--- src/rtl/rgb_pack_writer.sv ---
// rgb_pack_writer: scales 16-bit RGB pixels to 8 bits per channel, packs two pixels per
// 64-bit word, buffers words in a first-word-fall-through FIFO and writes them out over a
// valid/ready port with an incrementing byte address.
// Build option: define RGB_PACK_BGR_ORDER_EN to pack pixels as {ALPHA, B8, G8, R8}.
module rgb_pack_writer #(
  parameter int         PIXEL_WIDTH = 16,
  parameter int         FIFO_DEPTH  = 16,
  parameter logic [7:0] ALPHA       = 8'hFF
) (
  input  logic                   clk,
  input  logic                   reset,
  input  logic                   data_v,
  input  logic [PIXEL_WIDTH-1:0] red,
  input  logic [PIXEL_WIDTH-1:0] green,
  input  logic [PIXEL_WIDTH-1:0] blue,
  input  logic                   done,
  input  logic [31:0]            base_adr,
  input  logic [3:0]             out_shift,
  output logic [63:0]            wr_data,
  output logic [31:0]            wr_adr,
  output logic                   wr_en,
  input  logic                   wr_ready,
  output logic                   frame_done,
  output logic                   overflow
);

  localparam int AW = $clog2(FIFO_DEPTH);
  localparam int CW = AW + 1;

  typedef enum logic [2:0] {IDLE, RUN, FLUSH, DRAIN, DONE} state_t;
  state_t state;
  logic   nxt_started;

  // Rounded right shift on PIXEL_WIDTH+1 bits, saturating to 8 bits.
  function automatic logic [7:0] scale_ch(input logic [PIXEL_WIDTH-1:0] c, input logic [3:0] s);
    logic [PIXEL_WIDTH:0] rnd;
    logic [PIXEL_WIDTH:0] v;
    rnd = '0;
    if (s != 4'd0) rnd = (PIXEL_WIDTH+1)'(1) << (s - 4'd1);
    v = ({1'b0, c} + rnd) >> s;
    return (|v[PIXEL_WIDTH:8]) ? 8'hFF : v[7:0];
  endfunction

  logic [3:0]  shift_eff;
  logic [7:0]  r8, g8, b8;
  logic [31:0] pix_scaled;
  logic        first_pix, mark_in;

  assign shift_eff = (out_shift > 4'd8) ? 4'd8 : out_shift;
  assign r8 = scale_ch(red, shift_eff);
  assign g8 = scale_ch(green, shift_eff);
  assign b8 = scale_ch(blue, shift_eff);
`ifdef RGB_PACK_BGR_ORDER_EN
  assign pix_scaled = {ALPHA, b8, g8, r8};
`else
  assign pix_scaled = {ALPHA, r8, g8, b8};
`endif

  // A pixel opens a new frame when no frame is running and none has been started early.
  assign first_pix = data_v && ((state == IDLE) ||
                     ((state != RUN) && !nxt_started));
  // End-of-frame marker travels with the data so padding lands on the right frame.
  assign mark_in   = done && ((state == RUN) || ((state == IDLE) && data_v));

  logic        s1_v, s1_first, s1_mark;
  logic [31:0] s1_pix, s1_base;

  // Stage 1: register scaled pixel, frame-start tag with its base address, and end marker.
  always_ff @(posedge clk or posedge reset) begin
    if (reset) begin
      s1_v     <= 1'b0;
      s1_first <= 1'b0;
      s1_mark  <= 1'b0;
      s1_pix   <= '0;
      s1_base  <= '0;
    end else begin
      s1_v     <= data_v;
      s1_first <= first_pix;
      s1_mark  <= mark_in;
      s1_pix   <= pix_scaled;
      s1_base  <= base_adr;
    end
  end

  logic        half_v, half_first;
  logic [31:0] half_pix, half_base;
  logic        wd_v, wd_first;
  logic [63:0] wd_data;
  logic [31:0] wd_base;

  // Stage 2: pair pixels into words; the end marker pushes out a pending half word padded.
  always_ff @(posedge clk or posedge reset) begin
    if (reset) begin
      half_v     <= 1'b0;
      half_first <= 1'b0;
      half_pix   <= '0;
      half_base  <= '0;
      wd_v       <= 1'b0;
      wd_first   <= 1'b0;
      wd_data    <= '0;
      wd_base    <= '0;
    end else begin
      wd_v <= 1'b0;
      if (s1_v) begin
        if (half_v) begin
          wd_v     <= 1'b1;
          wd_data  <= {s1_pix, half_pix};
          wd_first <= half_first;
          wd_base  <= half_base;
          half_v   <= 1'b0;
        end else if (s1_mark) begin
          wd_v     <= 1'b1;
          wd_data  <= {32'h0, s1_pix};
          wd_first <= s1_first;
          wd_base  <= s1_base;
        end else begin
          half_v     <= 1'b1;
          half_pix   <= s1_pix;
          half_first <= s1_first;
          half_base  <= s1_base;
        end
      end else if (s1_mark && half_v) begin
        wd_v     <= 1'b1;
        wd_data  <= {32'h0, half_pix};
        wd_first <= half_first;
        wd_base  <= half_base;
        half_v   <= 1'b0;
      end
    end
  end

  logic [63:0]   mem_data [FIFO_DEPTH];
  logic [31:0]   mem_adr  [FIFO_DEPTH];
  logic [AW-1:0] wr_ptr, rd_ptr;
  logic [CW-1:0] count;
  logic [31:0]   adr_nxt, push_adr;
  logic          full, pop, do_push;

  assign full     = (count == CW'(FIFO_DEPTH));
  assign wr_en    = (count != '0);
  assign pop      = wr_en && wr_ready;
  assign do_push  = wd_v && (!full || pop);
  assign push_adr = wd_first ? wd_base : adr_nxt;
  assign wr_data  = wr_en ? mem_data[rd_ptr] : '0;
  assign wr_adr   = wr_en ? mem_adr[rd_ptr] : '0;

  // FIFO storage; contents are don't-care while empty.
  always_ff @(posedge clk) begin
    if (do_push) begin
      mem_data[wr_ptr] <= wd_data;
      mem_adr[wr_ptr]  <= push_adr;
    end
  end

  // FIFO pointers, occupancy, address counter and sticky overflow; dropped words still
  // consume an address slot.
  always_ff @(posedge clk or posedge reset) begin
    if (reset) begin
      wr_ptr   <= '0;
      rd_ptr   <= '0;
      count    <= '0;
      adr_nxt  <= '0;
      overflow <= 1'b0;
    end else begin
      if (wd_v) adr_nxt <= push_adr + 32'd8;
      if (wd_v && full && !pop) overflow <= 1'b1;
      if (do_push) wr_ptr <= wr_ptr + AW'(1);
      if (pop) rd_ptr <= rd_ptr + AW'(1);
      case ({do_push, pop})
        2'b10:   count <= count + CW'(1);
        2'b01:   count <= count - CW'(1);
        default: ;
      endcase
    end
  end

  // Frame sequencing with registered frame_done.
  always_ff @(posedge clk or posedge reset) begin
    if (reset) begin
      state       <= IDLE;
      nxt_started <= 1'b0;
      frame_done  <= 1'b0;
    end else begin
      frame_done <= 1'b0;
      case (state)
        IDLE: begin
          if (data_v && done) state <= FLUSH;
          else if (data_v) state <= RUN;
          else if (done) begin
            state      <= DONE;
            frame_done <= 1'b1;
          end
        end
        RUN: if (done) state <= FLUSH;
        FLUSH: begin
          if (data_v) nxt_started <= 1'b1;
          if (s1_mark) state <= DRAIN;
        end
        DRAIN: begin
          if (data_v) nxt_started <= 1'b1;
          if ((count == '0) && !wd_v) begin
            state      <= DONE;
            frame_done <= 1'b1;
          end
        end
        DONE: begin
          state       <= (nxt_started || data_v) ? RUN : IDLE;
          nxt_started <= 1'b0;
        end
        default: state <= IDLE;
      endcase
    end
  end

endmodule

--- config.mk ---
export PLATFORM = sky130hd
export DESIGN_NAME = rgb_pack_writer
export DESIGN_NICKNAME = d
export VERILOG_FILES = /design/src/rtl/rgb_pack_writer.sv
export SDC_FILE = /design/constraint.sdc
export NUM_CORES = 2
export LEC_CHECK = 0
export BUFFER_PORTS_ARGS = -buffer_cell sky130_fd_sc_hd__buf_2
export CAP_MARGIN = 0
export CORE_ASPECT_RATIO = 0.6
export CORE_UTILIZATION = 60
export DETAILED_ROUTE_END_ITERATION = 6
export PLACE_DENSITY = 0.76
export SETUP_SLACK_MARGIN = 0.2
export SLEW_MARGIN = 20
export SYNTH_ARGS = -nofsm -noshare
export SYNTH_HDL_FRONTEND = slang
export SYNTH_SLANG_ARGS = --single-unit
--- constraint.sdc ---
create_clock -name clk -period 20.3 [get_ports clk]
set_clock_uncertainty 0.05 [all_clocks]
set_input_delay 3.045 -clock clk [delete_from_list [all_inputs] [get_ports clk]]
set_output_delay 3.045 -clock clk [all_outputs]
set_load 0.03 [all_outputs]
### Word level (Yosys, flattened, before mapping)

Memories as Yosys holds them, arrays and structs flattened.
Index checks and enable logic that the tools add are counted.

* bits in registers: 268
* latch bits: 0
* RAM bits: 1536
* ROM bits: 0
* memories kept: 2

* add/subtract/negate cells: 9
* multiply operators: 0
* div/mod/pow operators: 0
* $lt $le $gt $ge: 1
* equality and inequality tests: 14
* shifts and indexed selects: 4
* muxes and demuxes: 46
* bitwise logic cells: 2
* reductions and logical operators: 34

Memory list
* mem_data: depth 16, bits a word 64, rd ports 1, clocked after memory_dff 0, wr ports 1, RTL line 132 `logic [63:0] mem_data [FIFO_DEPTH];`
* mem_adr: depth 16, bits a word 32, rd ports 1, clocked after memory_dff 0, wr ports 1, RTL line 133 `logic [31:0] mem_adr [FIFO_DEPTH];`

Operators with widths (count)
* 64-bit 2-to-1 mux: 5
* 32-bit 2-to-1 mux: 6
* 16-bit by 17-bit adder with 17-bit output: 3
* 17-bit by 4-bit right shift with 17-bit output: 3
* 32-bit by 4-bit adder with 32-bit output (second input constant): 1
* 9-bit OR reduction: 3
* 8-bit 2-to-1 mux: 3
* 1-bit 2-to-1 mux: 20
* 3-bit 2-to-1 mux: 6
* 17-bit 2-to-1 mux: 1
* 1-bit by 4-bit << shifter with 17-bit output (first input constant): 1
* 3-bit case mux with 5 select lines: 1
* 1-bit logical AND: 11
* 5-bit case mux with 2 select lines: 1
* 4-bit by 1-bit adder with 4-bit output (second input constant): 2
* 3-bit by 2-bit equality test with 1-bit output (second input constant): 2
* 2-bit != test (second input constant): 3
* 3-bit by 1-bit != test with 1-bit output (second input constant): 2
* 2-bit nonzero test: 3
* 5-bit by 1-bit adder with 5-bit output (second input constant): 1
* 5-bit equality test (second input constant): 1
* 5-bit logical NOT: 1
* 5-bit nonzero test: 1
* 5-bit by 1-bit subtractor with 5-bit output (second input constant): 1
* 19 further kinds: 28

### Depth between registers and ports, before layout

* depth in word-level cells: 9
* mapped depth: 19

### Worst setup path before layout

OpenSTA, ideal clock, no wires.

* path type: input to register
* from: input wr_ready
* to: memory mem_adr[3][0] (enable)
* setup time: 0.623 ns
* arrival: 9.261 ns
* required time: 19.627 ns
* slack: 10.366 ns
* cell stages on the path: 5
* path buffers: 1
* path through: nand3b_1 > and2_1 > clkbuf_1 > nand2_1 > nor3_1

* word-level cells in the longest chain between the ends: 5

Ends and longest elaborated chain
* from (decl): RTL line 22 `input logic wr_ready,`
* 1-bit logical AND: RTL line 141 `assign pop = wr_en && wr_ready;`
* 1-bit logical OR: RTL line 142 `assign do_push = wd_v && (!full || pop);`
* 1-bit logical AND: RTL line 142
* 1-bit 2-to-1 mux: RTL line 149 `if (do_push) begin`
* 1-bit 2-to-1 mux (not written as such): RTL line 151 `mem_adr[wr_ptr] <= push_adr;`
* to (decl): RTL line 133

No other way between the ends.

### Final worst setup path

* from: register rd_ptr[0]
* to: output wr_data[11]

* word-level cells in the longest chain between the ends: 2

Ends and longest elaborated chain
* from (decl): RTL line 134 `logic [AW-1:0] wr_ptr, rd_ptr;`
* from (signal assigned): RTL line 168 `if (pop) rd_ptr <= rd_ptr + AW'(1);`
* memory read 16 x 64 bit
* 64-bit 2-to-1 mux: RTL line 144 `assign wr_data = wr_en ? mem_data[rd_ptr] : '0;`
* to (decl): RTL line 19 `output logic [63:0] wr_data,`

No other way between the ends.

==> flow_metrics.env <==
export IMPL_status="completed"
export IMPL_dp_hpwl_um=89000
export IMPL_slew_headroom_pct=26.6
export IMPL_p_leak_nw=24.5
export IMPL_avgRoutedWirePerCell_um=30.6
export IMPL_endpoint_kind="primary output"
export IMPL_power_mw=10.8
export IMPL_numPortBuffers=187
export IMPL_synthAdderAreaFrac_pct=0.806
export IMPL_ys_types=92
export IMPL_fin_ws_ps=10410
export IMPL_ir_drop_mv=0.123
export IMPL_fmax_mhz=101
export IMPL_period_needed_ps=9890
export IMPL_postCtsHoldBufs=0
export IMPL_min_period_over_period_pct=48.7
export IMPL_grt_use_total_pct=29.8
export IMPL_final_nets=3798
export IMPL_wirelength_um=159000
export IMPL_synth_compound_area_share_pct=4.48
export IMPL_synth_area_per_cell_um2=18.6
export IMPL_dp_slack_ps=10920
export IMPL_fin_tns_setup_ps=0
export IMPL_cts_setup_buffers=0
export IMPL_grt_max_degree=144
export IMPL_clockRootBuffer="clkbuf_16"
export IMPL_path_clk_slew_ps=70
export IMPL_synth_edf_count=1312
export IMPL_arrival_ps=6800
export IMPL_grt_overflow_total=0
export IMPL_synth_flop_cell="edfxtp_1"
export IMPL_cts_resized_gates=0
export IMPL_required_ps=17200
export IMPL_startpoint_type="flop"
export IMPL_fp_dieArea_um2=109000
export IMPL_placed_cell_area_um2=67400
export IMPL_grt_pass1_wl_um=234000
export IMPL_dp_cells=4943
export IMPL_synth_top_family_by_area="multiplexers"
export IMPL_synth_simple_area_share_pct=4.09
export IMPL_clockBufferDepth=3
export IMPL_cts_tree="done"
export IMPL_rows=92
export IMPL_synth_xor_area_share_pct=1.04
export IMPL_hold_path_depth=2
export IMPL_clock_sinks=1566
export IMPL_layout_commonest_cell="edfxtp_1"
export IMPL_drv_slew=0
export IMPL_rsz0062_at_grt="false"
export IMPL_yosys_warnings=0
export IMPL_initial_utilization_pct=61.2
export IMPL_instances_no_fill=5192
export IMPL_final_core_util_pct=67.8
export IMPL_worstMarginPinSlew_ps=1100
export IMPL_final_cell_mix="edfxtp_1, mux4_2, dfrtp_1, buf_2, nand2_1"
export IMPL_synthCells=3480
export IMPL_design_area_um2=71800
export IMPL_vias=34900
export IMPL_synthToLayoutAreaGrowth_pct=10.8
export IMPL_synthArstFlopShare_pct=16.2
export IMPL_remaining_drc_errors=0
export IMPL_hold_viol_final=0
export IMPL_synth_mux_area_share_pct=17.4
export IMPL_viasPerCell=6.72
export IMPL_core_area_um2=106000
export IMPL_drt_iter0_markers=4774
export IMPL_cp_max_fo=48
export IMPL_synth_seq_cells=1566
export IMPL_drtAntennaViolNets=0
export IMPL_power_density_nw_per_um2=151
export IMPL_pin_count=188
export IMPL_netlist_area_um2=64900
export IMPL_rr_worst_depth=11
export IMPL_grt_pass1_vias=34600
export IMPL_layout_drive_gt1_share_pct=27.2
export IMPL_die_w_um=426
export IMPL_die_y_um=257
export IMPL_numCtsBuffers=135
export IMPL_cap_violations=0
export IMPL_hold_ws_ps=429
export IMPL_worstSkewPairLatency_ps=760
export IMPL_min_path_type="flop to flop"
export IMPL_drt_pass1_iterations=6
export IMPL_gp_congestion=0.914
export IMPL_finalSetupViolCount=0
export IMPL_htreeDepth=4
export IMPL_antenna_found_initial=5
export IMPL_ys_seq_area_share_pct=70.5
export IMPL_crit_type="flop to primary output"
==> registers in the layout, indices dropped and copies added, names as in the netlist, 3 cells and up <==
| signal | flops |
|---|---|
| rd_ptr | 4 |
| s1_pix | 25 |
| wd_base | 32 |
| half_base | 32 |
| wd_data | 50 |
| mem_adr | 512 |
| half_pix | 25 |
| mem_data | 800 |
| count | 5 |
| adr_nxt | 32 |
| wr_ptr | 4 |
| s1_base | 32 |
| state | 3 |
==> layer usage <==
layer	GRT usage, %	wire length, um	share of wire (%)	vias up
met5	0	13	0.0082	-
met4	7.32	3150	2.0	2
met3	7.72	19200	12	218
met2	41.7	70200	44	2033
met1	47.1	66300	42	18200
li1	-	-	-	14500
==> worst paths after layout <==
kind	from	end	slack [ps]
max	rd_ptr[0]	wr_data[11]	10410
min	wd_base[12]	wd_base[12]	430
max reg2reg	count[1]	count[4]	16200
min reg2reg	wd_base[12]	wd_base[12]	430
max in group asynchronous	reset	wd_data[31]	15900
min in group asynchronous	reset	s1_base[17]	2270
==> final cells by class <==
| type | instances | area (um2) |
|---|---|---|
| sequential | 1566 | 45800 |
| clock inverter | 54 | 532 |
| multi-input combinational | 1671 | 18300 |
| clock buffer | 191 | 3850 |
| inverter | 40 | 159 |
| fill | 6673 | 34200 |
| antenna | 3 | 7.51 |
| timing repair buffer | 257 | 1490 |
| tap | 1410 | 1760 |
==> cell usage after synthesis, drive strengths merged (5+ instances only) <==
cell        n  share of area (%)
a21oi      52               0.43
a21o       22               0.25
nand3      43               0.33
nand3b      5              0.058
and2       97               0.94
a31oi      13               0.14
nand2     150               0.87
xnor2      49               0.66
a21boi      7              0.081
nor2b      10              0.096
nor4        8              0.087
clkbuf    141               0.82
xor2       28               0.38
ha         37               0.71
edfxtp   1312                 61
nor3b       6              0.069
and3       14               0.14
mux2i      85                1.3
nor2      103               0.60
buf        73               0.53
or3        11               0.11
nor3       31               0.24
a221oi     15               0.21
mux4      411                 14
o2111ai     7              0.095
o22ai       8              0.077
nand4      11               0.11
o21a       10               0.12
o211ai     22               0.25
dfrtp     254                9.8
or2         9              0.087
a22o       28               0.38
o21ai     118               0.92
o41ai       6               0.15
a22oi       8              0.093
mux2      107                1.9
o31ai      13               0.16
inv        38               0.22
a211oi     19               0.23
nand2b     11               0.11
a311oi     10               0.14
==> critical path: stages (launching register included) <==
cell     delay [ps]
dfrtp_4         980
buf_4           870
buf_4           850
buf_4           850
buf_4           840
mux4_2          610
mux4_2          490
and2_1          200
buf_2           190
==> power breakdown <==
| part | total, mW | internal (mW) | switching [mW] |
|---|---|---|---|
| Clock | 2.58 | 1.43 | 1.15 |
| Sequential | 4.82 | 4.31 | 0.502 |
| Combinational | 3.45 | 1.44 | 2.01 |
| Total | 10.8 | 7.18 | 3.66 |
==> cells by family (layout without fill, tap and decap cells) <==
kind of cell	Yosys count	count (layout)
DFF	1566	1566
buffers and inverters	254	542
other	2	16
and+or+nand+nor	525	525
adders and majority gates	42	42
muxes	603	603
AOI/OAI and AO/OA	411	411
xor gates and xnor gates	77	77
(Power assumes the default switching activity.)
